--- config.mk ---
export PLATFORM = sky130hd
export DESIGN_NAME = dot_partial_merge
export DESIGN_NICKNAME = d
export VERILOG_FILES = /design/src/rtl/dot_partial_merge.sv
export SDC_FILE = /design/constraint.sdc
export NUM_CORES = 1
export LEC_CHECK = 0
export CAP_MARGIN = 25
export CORE_ASPECT_RATIO = 0.75
export CORE_MARGIN = 2
export CORE_UTILIZATION = 31
export CTS_CLUSTER_SIZE = 30
export DETAILED_ROUTE_END_ITERATION = 10
export PLACE_DENSITY = 0.59
export SLEW_MARGIN = 20
export SYNTH_ARGS = -nofsm -noshare
export SYNTH_HDL_FRONTEND = slang
export SYNTH_SLANG_ARGS = --single-unit
--- constraint.sdc ---
create_clock -name ap_clk -period 3.82 [get_ports ap_clk]
set_input_delay 0.382 -clock ap_clk [delete_from_list [all_inputs] [get_ports ap_clk]]
set_output_delay 0.382 -clock ap_clk [all_outputs]
set_load 0.05 [all_outputs]
--- src/rtl/dot_partial_merge.sv ---
// ---------------------------------------------------------------------------
// dot_partial_merge
//
// Purpose:
//   Merges the two partial dot-product streams from the dotProduct leaf into
//   one dot product per training sample. Each sample is PARTS beats on each
//   lane. Both lanes are consumed together, one beat from each per cycle.
//   The PARTS-beat sum is built in a wide accumulator, saturated to DATA_BITS
//   and sent on a single AXI-stream toward the sigmoid stage. One ap_start
//   run covers NUM_SAMPLES samples and ends with an ap_done/ap_ready pulse.
//
// Ports:
//   ap_clk, ap_rst_n          clock, synchronous active-low reset
//   ap_start                  level start (may be tied high)
//   ap_done, ap_ready         one-cycle pulse after the last sample of a run
//   ap_idle                   high while waiting for ap_start
//   Input_1_V_*               lane-1 partial sums (TDATA/TVALID/TREADY)
//   Input_2_V_*               lane-2 partial sums (TDATA/TVALID/TREADY)
//   Output_1_V_*              merged, saturated dot product per sample
// ---------------------------------------------------------------------------
module dot_partial_merge #(
  parameter int DATA_BITS   = 32,
  parameter int ACC_BITS    = 40,
  parameter int PARTS       = 4,
  parameter int NUM_SAMPLES = 16
) (
  input  logic                 ap_clk,
  input  logic                 ap_rst_n,
  input  logic                 ap_start,
  output logic                 ap_done,
  output logic                 ap_idle,
  output logic                 ap_ready,
  input  logic [DATA_BITS-1:0] Input_1_V_TDATA,
  input  logic                 Input_1_V_TVALID,
  output logic                 Input_1_V_TREADY,
  input  logic [DATA_BITS-1:0] Input_2_V_TDATA,
  input  logic                 Input_2_V_TVALID,
  output logic                 Input_2_V_TREADY,
  output logic [DATA_BITS-1:0] Output_1_V_TDATA,
  output logic                 Output_1_V_TVALID,
  input  logic                 Output_1_V_TREADY
);

  localparam int BEAT_W = $clog2(PARTS + 1);
  localparam int SAMP_W = $clog2(NUM_SAMPLES + 1);

  localparam logic [BEAT_W-1:0] LAST_BEAT   = BEAT_W'(PARTS - 1);
  localparam logic [SAMP_W-1:0] LAST_SAMPLE = SAMP_W'(NUM_SAMPLES - 1);

  // Largest and smallest DATA_BITS values, sign-extended to the accumulator
  // width so the clamp compare runs on the full-precision sum.
  localparam logic signed [ACC_BITS-1:0] SAT_MAX =
    {{(ACC_BITS - DATA_BITS + 1){1'b0}}, {(DATA_BITS - 1){1'b1}}};
  localparam logic signed [ACC_BITS-1:0] SAT_MIN =
    {{(ACC_BITS - DATA_BITS + 1){1'b1}}, {(DATA_BITS - 1){1'b0}}};

  localparam logic [DATA_BITS-1:0] OUT_MAX = {1'b0, {(DATA_BITS - 1){1'b1}}};
  localparam logic [DATA_BITS-1:0] OUT_MIN = {1'b1, {(DATA_BITS - 1){1'b0}}};

  typedef enum logic [1:0] {
    S_IDLE,
    S_ACCUM,
    S_EMIT,
    S_DONE
  } state_e;

  state_e                      state_q;
  logic signed [ACC_BITS-1:0]  acc_q;
  logic [BEAT_W-1:0]           beat_cnt_q;
  logic [SAMP_W-1:0]           sample_cnt_q;
  logic [DATA_BITS-1:0]        out_data_q;
  logic                        out_valid_q;
  logic                        done_q;
  logic                        idle_q;

  logic                        join_d;
  logic signed [ACC_BITS-1:0]  lane1_ext_d;
  logic signed [ACC_BITS-1:0]  lane2_ext_d;
  logic signed [ACC_BITS-1:0]  sum_d;
  logic [DATA_BITS-1:0]        sat_d;

  // A beat only moves when both lanes offer one in the same cycle; a lone
  // valid sees TREADY low so its source keeps holding the word.
  assign join_d = (state_q == S_ACCUM) && Input_1_V_TVALID && Input_2_V_TVALID;

  assign Input_1_V_TREADY = join_d;
  assign Input_2_V_TREADY = join_d;

  // Running sum including the beat pair currently offered, plus its clamped
  // DATA_BITS form used only when this is the sample's last beat.
  always_comb begin
    lane1_ext_d = ACC_BITS'($signed(Input_1_V_TDATA));
    lane2_ext_d = ACC_BITS'($signed(Input_2_V_TDATA));
    sum_d       = acc_q + lane1_ext_d + lane2_ext_d;
    if (sum_d > SAT_MAX) begin
      sat_d = OUT_MAX;
    end else if (sum_d < SAT_MIN) begin
      sat_d = OUT_MIN;
    end else begin
      sat_d = sum_d[DATA_BITS-1:0];
    end
  end

  // Control FSM with all handshake/status outputs kept as registers.
  // Reset (or a new start) discards any partial sum and any word held in EMIT.
  always_ff @(posedge ap_clk) begin
    if (!ap_rst_n) begin
      state_q      <= S_IDLE;
      acc_q        <= '0;
      beat_cnt_q   <= '0;
      sample_cnt_q <= '0;
      out_data_q   <= '0;
      out_valid_q  <= 1'b0;
      done_q       <= 1'b0;
      idle_q       <= 1'b1;
    end else begin
      case (state_q)
        S_IDLE: begin
          if (ap_start) begin
            state_q      <= S_ACCUM;
            acc_q        <= '0;
            beat_cnt_q   <= '0;
            sample_cnt_q <= '0;
            idle_q       <= 1'b0;
          end
        end

        S_ACCUM: begin
          if (join_d) begin
            if (beat_cnt_q == LAST_BEAT) begin
              // The accumulator is left as-is here; it is cleared once the
              // word has actually been taken downstream.
              out_data_q  <= sat_d;
              out_valid_q <= 1'b1;
              state_q     <= S_EMIT;
            end else begin
              acc_q      <= sum_d;
              beat_cnt_q <= beat_cnt_q + BEAT_W'(1);
            end
          end
        end

        S_EMIT: begin
          if (Output_1_V_TREADY) begin
            out_valid_q  <= 1'b0;
            acc_q        <= '0;
            beat_cnt_q   <= '0;
            sample_cnt_q <= sample_cnt_q + SAMP_W'(1);
            if (sample_cnt_q == LAST_SAMPLE) begin
              done_q  <= 1'b1;
              state_q <= S_DONE;
            end else begin
              state_q <= S_ACCUM;
            end
          end
        end

        S_DONE: begin
          // Always pass through one IDLE cycle, even with ap_start held.
          done_q  <= 1'b0;
          idle_q  <= 1'b1;
          state_q <= S_IDLE;
        end

        default: begin
          state_q     <= S_IDLE;
          out_valid_q <= 1'b0;
          done_q      <= 1'b0;
          idle_q      <= 1'b1;
        end
      endcase
    end
  end

  assign Output_1_V_TDATA  = out_data_q;
  assign Output_1_V_TVALID = out_valid_q;
  assign ap_done           = done_q;
  assign ap_ready          = done_q;
  assign ap_idle           = idle_q;

endmodule
-- Yosys cells after proc, flatten, opt, wreduce, memory -nomap -nowiden
Index checks and enable logic that the tools add are counted.
- bits in registers: 85
- output and inout bits: 38
- word-level logic and storage cells: 70
- add/subtract/negate cells: 4
- magnitude comparators: 2
- eq/ne operators: 11
- muxes and demuxes: 30
- reduce and logical (&&, ||, !) cells: 15
- operators with widths (operator ; number):
    $mux W40 ; 4
    $pmux W40 S3 ; 1
    $add A40 B32 Y40 ; 2
    $mux W32 ; 2
    $gt A40 B32 Y1 const B ; 1
    $lt A40 B32 Y1 const B ; 1
    $mux W3 ; 4
    $mux W2 ; 5
    $mux W5 ; 2
    $ne A2 B2 Y1 const B ; 5
    $pmux W5 S2 ; 1
    $pmux W3 S3 ; 1
    $reduce_and A3 Y1 ; 3
    $pmux W2 S4 ; 1
    $reduce_and A4 Y1 ; 2
    $reduce_bool A2 Y1 ; 4
    $mux W1 ; 6
    $pmux W1 S2 ; 3
    $add A5 B1 Y5 const B ; 1
    $eq A5 B4 Y1 const B ; 1
    $reduce_and A5 Y1 ; 1
    $eq A2 B2 Y1 const B ; 2
    $add A3 B1 Y3 const B ; 1
    $eq A3 B2 Y1 const B ; 1
    other kinds (6) ; 7

-- Depth between registers and ports, before layout
Gate-level depths: netlist of the first run.
- depth in word-level cells: 5
- mapped depth: 15
- gate-level depth less buffers: 14

-- Worst setup path after synthesis of the first run
OpenSTA, ideal clock, no wires.
- path type: input to register
- start point: input port Input_1_V_TDATA[1]
- end point: register out_data_q[11], in the netlist Output_1_V_TDATA[11]
- setup time: 67 ps
- arrival time: 3938 ps
- required time: 3753 ps
- slack: -184 ps
- stages on the path: 15
- path buffers: 1
- cells stage by stage: fa_1 -> ha_1 -> fa_1 -> a211oi_1 -> o211ai_2 -> a311oi_1 -> nor3_2 -> a21oi_2 -> o21ai_2 -> xnor2_2 -> or3_4 -> nor4_4 -> buf_6 -> o21ai_1 -> a21oi_2
- longest elaborated chain between the ends: 5
- elaborated cells on any way between the ends: 6
- ends and longest elaborated chain (item ; RTL line ; RTL):
    start, declared ; 33 ; input logic [DATA_BITS-1:0] Input_1_V_TDATA,
    $add A40 B32 Y40 * (2 in series) ; 94 ; sum_d = acc_q + lane1_ext_d + lane2_ext_d;
    $lt A40 B32 Y1 ; 97 ; end else if (sum_d < SAT_MIN) begin
    $mux W32 ; 97 ;
    $mux W32 * ; 95 ; if (sum_d > SAT_MAX) begin
    end signal, assigned ; 133 ; out_data_q <= sat_d;
    end, declared ; 71 ; logic [DATA_BITS-1:0] out_data_q;
Every way passes the cells marked *; elsewhere a longest branch is shown, timed or not.
A chain may end at the register's enable or synchronous reset.

-- Final worst setup path of the first run
- start point: input port Input_1_V_TDATA[26]
- end point: register out_data_q[23], in the netlist Output_1_V_TDATA[23]
Same word-level chain as after synthesis.

==> metrics.md, run 1 <==
| Metric | Value |
|---|---|
| Synth Flop Type | dfxtp_1 |
| CTS sink count | 85 |
| Die area | 21980 um^2 |
| Final setup fails | 31 |
| Status | finished, violations left |
| CP endpoint kind | register |
| Clock power frac | 25.8% |
| Tmin final | 4.022 ns |
| Dpl cell area | 8690 um^2 |
| Final clock skew | 0.008369 ns |
| Top cell type's share of synthesized area | 26.39% |
| Yosys cell types | 69 |
| Period utilisation layout | 105.3% |
| Hold Vio Cnt, Final | 0 |
| Layout area overhead | 55.01% |
| Maxcap violations | 0 |
| Layout cells sized above 1 | 33.40% |
| CP Data Required Time | 4.11 ns |
| Fin nets | 1103 |
| Gate Count Post-Synth | 710 |
| Worst Tran Pin Value | 0.6065 ns |
| Register area | 1704 um^2 |
| All-layer global routing usage | 19.27% |
| First-pass GRT wire length | 33200 um |
| Most frequent cells after synthesis | 85 x dfxtp_1, 58 x o21ai_0, 54 x nand2_1 |
| Core Util, Final | 49.18% |
| Comb power frac | 50.3% |
| Finished Cell Area | 9996 um^2 |
| Pwr Density | 385.3 nW/um^2 |
| Clk buf depth | 2 |
| Post-synth EDFFs | 0 |
| Worst Path Arrival | 4.31 ns |
| RSZ-0062 raised after global routing | yes |
| Final wirelength | 20520 um |
| Register area share after synthesis | 26.39% |
| Top-Level Pins | 108 |
| FFs w/ async S/R, synth | 0% |
| Worst slew margin | 59.05% |
| Pre-antenna DRT Iters | 4 |
| CP Launch Type | input port |
| Top achievable clock speed | 248.6 MHz |
| Yosys reg bits | 85 |
| Root buffer cell | clkbuf_16 |
| CTS clk-pin slew, worst paths | 0.07 ns |
| Die Y | 128.9 um |
| Critical path class | in -> reg |
| Ant. Diodes | 0 |
| Wire length per cell | 16.59 um |
| Netlist Area Pre-Place | 6449 um^2 |
| Switching power | 0.001388 W |
| Top cells by area, synth | dfxtp_1 26%, fa_1 12%, ha_1 8.3% |
| Total core area | 20330 um^2 |
| Post-route ant nets | 0 |
| Vias in the first global route | 6106 |
| Slew Viols, Final | 0 |
| Worst IR Drop VDD | 218.1 uV |
| Synth Net Count | 863 |
| # fillers | 1931 |
| Grt total ovfl | 0 |
| Ys Warns | 0 |
| Port bufs | 107 |
| DRC Markers | 0 |
| Worst-path fanout max | 8 |
| Power share of the sequential group | 23.9% |
| Site Rows | 45 |
| Setup TNS Final | -5.702 ns |
| Initial Utilization | 31.73% |
| Total CTS buffers | 9 |
| H-Tree Level Count | 3 |
| Sw Ratio | 36.04% |
| Hold buffers post-CTS | 0 |
| Min-delay worst type | reg -> reg |
| Largest net degree at the start of global routing | 44 |
| Failing checks | negative setup slack |
| Initial antenna violation count | 0 |
| Routability cong. | 0.8755 |
| Avg Inst Size Synth | 9.083 um^2 |
| CTS tree | built |
| Post-route setup slack | -0.2020 ns |
| Lkg Pwr | 3.920 nW |
| Via Count | 6155 |
| Clk Latency, worst-skew pair | 0.36 ns |
| Area of the multi-input gates | 5101 um^2 |
| Internal cell power | 0.002463 W |
| Pre-CTS WS | -0.7123 ns |
| Synth area leader | dfxtp_1 |
| DIE WIDTH | 170.5 um |
| Vias/cell | 4.976 |
| Count leader, synth | dfxtp_1 |
| Iteration-0 DRC count of the detailed router | 385 |
| Dpl hpwl | 14800 um |
==> state kept, by name, indices dropped and copies added (netlist names) <==
register,count
sample_cnt_q,5
Output_1_V_TDATA,32
beat_cnt_q,3
ap_done,1
state_q,2
acc_q,40
ap_idle,1
Output_1_V_TVALID,1
==> final timing paths <==
path                        startpoint              endpoint  slack, ns  depth (start not counted)
setup / recovery   Input_1_V_TDATA[26]  Output_1_V_TDATA[23]      -0.20                         16
hold / removal    Output_1_V_TDATA[31]  Output_1_V_TDATA[31]       0.47                          2
setup reg to reg              acc_q[1]  Output_1_V_TDATA[23]      -0.20                         17
hold reg to reg   Output_1_V_TDATA[31]  Output_1_V_TDATA[31]       0.47                          2
==> through the flow <==
stage          instances  hold WS, ns  power, W
4_1_cts             1225       0.4732  0.003700
3_5_place_dp        1192       0.4638  0.002478
5_1_grt             1237       0.4891  0.004082
2_1_floorplan        710       0.4447  0.001805
3_3_place_gp        1192       0.4550  0.002475
6_report            1237       0.4683  0.003851
==> kinds of logic (layout without fill, tap and decap cells) <==
logic type	Yosys count	count (layout)	synth area share (%)
adder cells (fa/ha/maj)	83	83	20.76
buffers and inverters	47	292	4.133
multiplexers	1	1	0.1552
XOR/XNOR	37	37	5.142
flip-flops	85	85	26.39
AND/OR/NAND/NOR	192	192	15.68
AO/OA/AOI/OAI	265	265	27.75
==> layout by cell type, fill, tap and decap left out, drive strengths merged, types with 2 or more instances in the layout <==
| master | Yosys | routed |
|---|---|---|
| o21ai | 94 | 94 |
| dlymetal6s2s | 0 | 10 |
| o211ai | 8 | 8 |
| nand2b | 5 | 5 |
| nand2 | 54 | 54 |
| buf | 12 | 157 |
| a22oi | 31 | 31 |
| xnor2 | 19 | 19 |
| inv | 11 | 15 |
| a21boi | 9 | 9 |
| clkbuf | 24 | 9 |
| a21oi | 75 | 75 |
| nand4 | 11 | 11 |
| bufinv | 0 | 2 |
| dlygate4sd2 | 0 | 7 |
| nor2b | 36 | 36 |
| a211oi | 5 | 5 |
| nand3 | 17 | 17 |
| bufbuf | 0 | 2 |
| nand3b | 3 | 3 |
| o21a | 7 | 7 |
| and3 | 5 | 5 |
| a31oi | 5 | 5 |
| a21o | 10 | 10 |
| o31ai | 5 | 5 |
| fa | 40 | 40 |
| ha | 43 | 43 |
| clkdlybuf4s50 | 0 | 89 |
| nor2 | 28 | 28 |
| nor3 | 9 | 9 |
| dfxtp | 85 | 85 |
| xor2 | 18 | 18 |
| or3 | 5 | 5 |
| o21bai | 4 | 4 |
| and2 | 11 | 11 |
| or2 | 5 | 5 |
| o32ai | 2 | 2 |
==> per-layer routing <==
| layer | wire length [um] | vias to the layer above | track usage (%) |
|---|---|---|---|
| met1 | 10810 | 2910 | 29.92 |
| li1 | - | 3044 | - |
| met5 | 0 | - | 0 |
| met2 | 8316 | 184 | 27.13 |
| met4 | 243 | 0 | 4.324 |
| met3 | 1148 | 17 | 3.722 |
==> power by group through the flow <==
| stage | Sequential, W | Clock, W | Combinational (W) |
|---|---|---|---|
| 2_1_floorplan | 0.000939 | 0 | 0.000866 |
| 4_1_cts | 0.000918 | 0.00103 | 0.00175 |
| 3_5_place_dp | 0.000938 | 0 | 0.00154 |
| 5_1_grt | 0.000922 | 0.00106 | 0.00211 |
| 3_3_place_gp | 0.000938 | 0 | 0.00154 |
| 6_report | 0.000919 | 0.000995 | 0.00194 |
==> area by class of cell <==
class / count / share of cell area, %
Clock buffer: 9 / 2.253
Multi-Input combinational cell: 578 / 51.03
Timing Repair Buffer: 265 / 24.70
Inverter: 11 / 0.4131
Clock inverter: 7 / 1.026
Sequential cell: 85 / 17.05
Tap cell: 282 / 3.530
==> worst max-delay path, cell delays in order <==
cell             delay (ns)
clkdlybuf4s50_1        0.46
fa_1                   0.50
ha_1                   0.39
a21oi_2                0.21
o21ai_0                0.12
or2_1                  0.29
o31ai_4                0.32
buf_6                  0.15
o21ai_4                0.05
and3_4                 0.20
or3_4                  0.39
nor4_4                 0.28
buf_6                  0.19
buf_12                 0.16
o21ai_2                0.06
a21oi_2                0.12
==> timing repair <==
| item | CTS | global route |
|---|---|---|
| pin swaps | 40 | 71 |
| resized for setup | 75 | 60 |
| setup endpoints to repair | 32 | 33 |
| setup buffers | 13 | 12 |
| cloned | 5 | 0 |
Note: power is estimated with default switching activity, not from simulation.
==> inputs of run 2 (changes only) <==
--- a/config.mk
+++ b/config.mk
@@ -6,7 +6,6 @@
 export NUM_CORES = 1
 export LEC_CHECK = 0
 export CAP_MARGIN = 25
-export CORE_ASPECT_RATIO = 0.75
 export CORE_MARGIN = 2
 export CORE_UTILIZATION = 31
 export CTS_CLUSTER_SIZE = 30
==> metrics.md, run 2 (synthesis results as in run 1) <==
| Metric | Value |
|---|---|
| Via Count | 5945 |
| Origin of the critical flop-to-flop path | acc_q[1] |
| H-Tree Level Count | 3 |
| Routability cong. | 0.8356 |
| Worst IR Drop VDD | 205.3 uV |
| Final setup fails | 31 |
| Slew Viols, Final | 0 |
| Status | finished, violations left |
| Dpl hpwl | 14020 um |
| Vias/cell | 4.865 |
| Die area | 21970 um^2 |
| Worst-path fanout max | 5 |
| Final clock skew | 0.008828 ns |
| # fillers | 1935 |
| Root buffer cell | clkbuf_16 |
| Met2 GRT Util | 30.90% |
| Setup TNS Final | -4.144 ns |
| GRT busiest layer | met2 |
| DRC Markers | 0 |
| Area of the multi-input gates | 4936 um^2 |
| Lkg Pwr | 3.789 nW |
| Hold buffers post-CTS | 0 |
| Clk buf depth | 2 |
| Worst Reg-to-Reg Cells | 16 |
| Grt total ovfl | 0 |
| Vias in the first global route | 6241 |
| Final wirelength | 19230 um |
| Worst slew margin | 44.75% |
| Top-Level Pins | 108 |
| Clk Latency, worst-skew pair | 0.35 ns |
| Pre-CTS WS | -0.6755 ns |
| RSZ-0062 raised after global routing | yes |
| RR Endpoint | Output_1_V_TDATA[11] |
| Top achievable clock speed | 251.4 MHz |
| Total CTS buffers | 9 |
| WHS Path Cells | 2 |
| Layout cells sized above 1 | 30.78% |
| Site Rows | 52 |
| Initial Utilization | 31.77% |
| Port bufs | 107 |
| Pre-antenna DRT Iters | 4 |
| Initial antenna violation count | 0 |
| Flop2flop setup slack | -0.16 ns |
| CP endpoint kind | register |
| Fin nets | 1100 |
| CTS tree | built |
| CP delay by family, top | compound AO/OA/AOI/OAI gates |
| Highest-count cells in the layout ignoring fill and taps | 143 x buf_4, 93 x clkdlybuf4s50_1, 84 x dfxtp_1, 55 x o21ai_0, 52 x nand2_1 |
| Wire length per cell | 15.73 um |
| Worst Path Arrival | 4.27 ns |
| Most common cell after layout, fill and taps aside | buf_4 |
| Die Y | 148.2 um |
| Largest register FFs | 40 |
| All-layer global routing usage | 17.96% |
| Critical path class | reg -> reg |
| Worst Tran Pin Value | 0.8287 ns |
| Post-route setup slack | -0.1571 ns |
| Max incr delay on CP | 0.50 ns |
| Tmin final | 3.977 ns |
| Worst Path Buf+Inv | 2 |
| CP max-delay cell | fa_1 |
| Worst min-delay path startpoint | beat_cnt_q[1] |
| Ant. Diodes | 0 |
| CTS clk-pin slew, worst paths | 0.07 ns |
| Pwr Density | 370.4 nW/um^2 |
| Biggest register | acc_q |
| DIE WIDTH | 148.2 um |
| Maxcap violations | 0 |
| Failing checks | negative setup slack |
| CTS sink count | 85 |
| Met3 usage | 2.791% |
| Post-route ant nets | 0 |
| Min-delay worst type | reg -> reg |
| Layout area overhead | 49.77% |
| CP Data Required Time | 4.11 ns |
| Register area | 1703 um^2 |
| Largest net degree at the start of global routing | 54 |
| Total core area | 20300 um^2 |
| CP Launch Type | register |
| Period utilisation layout | 104.1% |
| Iteration-0 DRC count of the detailed router | 281 |
| Met1 Use GR | 23.80% |
| Critical Path, Cell by Cell | fa_1 -> ha_4 -> fa_2 -> a211oi_4 -> o211ai_2 -> a311oi_2 -> nor3_2 -> a21oi_2 -> o21ai_2 -> xnor2_2 -> or3_4 -> nor4_4 -> buf_6 -> buf_12 -> o21ai_4 -> a21oi_2 |
| First-pass GRT wire length | 31680 um |
| Crit-path most repeated cell | a21oi_2 |
| Hold Path End | beat_cnt_q[1] |
| Hold Vio Cnt, Final | 0 |
## run 2: area by class of cell
| type | count | share of cell area (%) |
|---|---|---|
| tap | 270 | 3.498 |
| inverter | 11 | 0.4275 |
| clock inverter | 5 | 0.6218 |
| clock buffer | 11 | 2.513 |
| sequential | 85 | 17.63 |
| multi-input combinational | 578 | 51.11 |
| timing repair buffer | 262 | 24.20 |
## run 2: worst max path at each step
stage          cells after the start  slack [ns]                   end               start
3_5_place_dp                      16       -0.68   Output_1_V_TDATA[9]  Input_1_V_TDATA[2]
2_1_floorplan                     15        0.02  Output_1_V_TDATA[11]  Input_1_V_TDATA[1]
3_3_place_gp                      17       -0.62   Output_1_V_TDATA[0]  Input_1_V_TDATA[2]
6_report                          16       -0.16  Output_1_V_TDATA[11]            acc_q[1]
5_1_grt                           16       -0.37  Output_1_V_TDATA[29]            acc_q[1]
4_1_cts                           18       -0.07  Output_1_V_TDATA[27]            acc_q[1]
## run 2: tightest hold or removal path, stage by stage, from the launching register on
cell      delay (ns)
dfxtp_1         0.32
nand2_1         0.05
a21boi_0        0.06
## run 2: repair_timing
action	in CTS	in global routing
gates cloned	4	1
setup endpoints to repair	31	31
buffers inserted	17	4
pin swaps	32	45
resized for setup	71	30
hold endpoints to repair	0	0
## run 2: routing by layer
layer | up-vias | wire length (um)
met5 | - | 0
li1 | 3038 | -
met4 | 0 | 174
met1 | 2787 | 9111
met3 | 11 | 678
met2 | 109 | 9263
## run 2: power breakdown
group          switching (W)  total [W]  internal (W)
sequential         0.0000142   0.000919      0.000905
clock               0.000383   0.000909      0.000526
combinational       0.000891    0.00175      0.000858
total                0.00129    0.00358       0.00229
## run 2: through the flow
stage	cells	total power, W	hold slack (ns)	utilization [%]	area (um^2)
6_report	1222	0.003578	0.4789	47.58	9658
3_5_place_dp	1183	0.002453	0.4667	42.72	8672
4_1_cts	1220	0.003509	0.4745	47.02	9545
2_1_floorplan	710	0.001805	0.4447	-	6465
3_3_place_gp	1183	0.002447	0.4568	42.72	8672
5_1_grt	1222	0.003801	0.4971	47.58	9658
==> inputs of run 3 (changes only) <==
--- a/config.mk
+++ b/config.mk
@@ -10,7 +10,9 @@
 export CORE_UTILIZATION = 31
 export CTS_CLUSTER_SIZE = 30
 export DETAILED_ROUTE_END_ITERATION = 10
+export HOLD_SLACK_MARGIN = 0.08
 export PLACE_DENSITY = 0.59
+export SKIP_CTS_REPAIR_TIMING = 1
 export SLEW_MARGIN = 20
 export SYNTH_ARGS = -nofsm -noshare
 export SYNTH_HDL_FRONTEND = slang
==> metrics.md, run 3 (synthesis results as in run 1) <==
| Metric | Value |
|---|---|
| Clock power frac | 25.7% |
| Worst Path Arrival | 4.30 ns |
| Most common cell after layout, fill and taps aside | buf_4 |
| Clk buf depth | 2 |
| Initial Utilization | 31.77% |
| Routability cong. | 0.8356 |
| Worst-path fanout max | 5 |
| Worst slew margin | 45.02% |
| CTS clk-pin slew, worst paths | 0.07 ns |
| Non-Filler Instances | 1215 |
| Register area | 1703 um^2 |
| CTS sink count | 85 |
| Area of the multi-input gates | 4872 um^2 |
| DRC Markers | 0 |
| CP Data Required Time | 4.10 ns |
| Met2 GRT Util | 28.33% |
| Met1 Use GR | 22.60% |
| Sw Ratio | 35.99% |
| Top-Level Pins | 108 |
| Final clock skew | 0.008555 ns |
| Switching power | 0.001272 W |
| Vias in the first global route | 6024 |
| Maxcap violations | 0 |
| Layout area overhead | 48.84% |
| Tmin final | 4.012 ns |
| Iteration-0 DRC count of the detailed router | 302 |
| Pwr Density | 368.2 nW/um^2 |
| Wire length per cell | 15.76 um |
| # fillers | 1924 |
| All-layer global routing usage | 16.77% |
| Initial antenna violation count | 0 |
| Grt total ovfl | 0 |
| Core Util, Final | 47.28% |
| Fin nets | 1093 |
| DIE WIDTH | 148.2 um |
| Port bufs | 107 |
| Total CTS buffers | 9 |
| Failing checks | negative setup slack |
| Lkg Pwr | 3.826 nW |
| Worst Tran Pin Value | 0.8247 ns |
| Total core area | 20300 um^2 |
| Root buffer cell | clkbuf_16 |
| Final wirelength | 19150 um |
| Total power | 0.003534 W |
| Placed Cells | 1183 |
| Clk Latency, worst-skew pair | 0.36 ns |
| RSZ-0062 raised after global routing | yes |
| CP endpoint kind | register |
| Power share of the sequential group | 26.0% |
| Post-route ant nets | 0 |
| Slew Viols, Final | 0 |
| Status | finished, violations left |
| Worst IR Drop VDD | 197.3 uV |
| Post-route setup slack | -0.1918 ns |
| CP Launch Type | input port |
| First-pass GRT wire length | 29870 um |
| Vias/cell | 4.895 |
| Min-delay worst type | reg -> reg |
| H-Tree Level Count | 3 |
| Critical path class | in -> reg |
| Ant. Diodes | 0 |
| Die area | 21970 um^2 |
| Via Count | 5947 |
| Die Y | 148.2 um |
| Largest net degree at the start of global routing | 54 |
| Top achievable clock speed | 249.3 MHz |
| Comb power frac | 48.2% |
| Dpl hpwl | 14020 um |
| Biggest register | acc_q |
| Highest-count cells in the layout ignoring fill and taps | 133 x buf_4, 95 x clkdlybuf4s50_1, 84 x dfxtp_1, 57 x o21ai_0, 53 x nand2_1 |
| Pre-antenna DRT Iters | 5 |
| Internal cell power | 0.002262 W |
| Period utilisation layout | 105.0% |
| Largest register FFs | 40 |
| Pre-CTS WS | -0.6755 ns |
| CTS tree | built |
| GRT busiest layer | met2 |
| Site Rows | 52 |
| Met3 usage | 2.638% |
| Layout cells sized above 1 | 29.63% |
| Hold Vio Cnt, Final | 0 |
| Final setup fails | 31 |
[run 3: power by group through the flow]
stage          sequential (W)  combinational (W)  clock, W
2_1_floorplan        0.000939           0.000866         0
3_3_place_gp         0.000938            0.00151         0
3_5_place_dp         0.000938            0.00151         0
4_1_cts              0.000918            0.00153  0.000933
5_1_grt              0.000921            0.00187  0.000968
6_report             0.000919            0.00171  0.000910
[run 3: layout make-up]
type                    instances  area share (%)
repair buffers                255           24.39
multi-input cells             578           50.76
clock buffers                  11           2.529
flip-flops and latches         85           17.74
well taps                     270           3.520
inverters                      11          0.4302
clock inverters                 5          0.6257
[run 3: per-layer routing]
layer / vias up / wire length [um]
met5: - / 0
met4: 0 / 202
met3: 13 / 651
met2: 105 / 9211
met1: 2807 / 9086
li1: 3022 / -
[run 3: final timing paths]
check | from | to | slack [ns] | cells past startpoint
hold / removal | beat_cnt_q[1] | beat_cnt_q[1] | 0.48 | 2
hold reg to reg | beat_cnt_q[1] | beat_cnt_q[1] | 0.48 | 2
setup / recovery | Input_1_V_TDATA[3] | Output_1_V_TDATA[22] | -0.19 | 17
setup reg to reg | acc_q[1] | Output_1_V_TDATA[22] | -0.17 | 16
[run 3: metrics by stage]
stage,setup TNS (ns),hold WS [ns],area (um^2)
floorplan,0,0.4447,6465
global placement,-19.08,0.4568,8672
detailed placement,-20.68,0.4667,8672
CTS,-9.375,0.4745,8975
global route,-9.588,0.4972,9598
finish,-4.825,0.4795,9598
[run 3: worst max-delay path: stages]
cell	delay, ns
clkdlybuf4s50_1	0.44
fa_1	0.49
ha_1	0.38
o211ai_1	0.30
o21ai_1	0.17
a21oi_2	0.25
nor2_4	0.08
o31ai_4	0.24
buf_4	0.15
a2111oi_4	0.07
o211ai_1	0.28
nand3b_4	0.13
nor4_4	0.38
buf_6	0.20
clkbuf_16	0.17
o21ai_2	0.06
a21oi_2	0.11
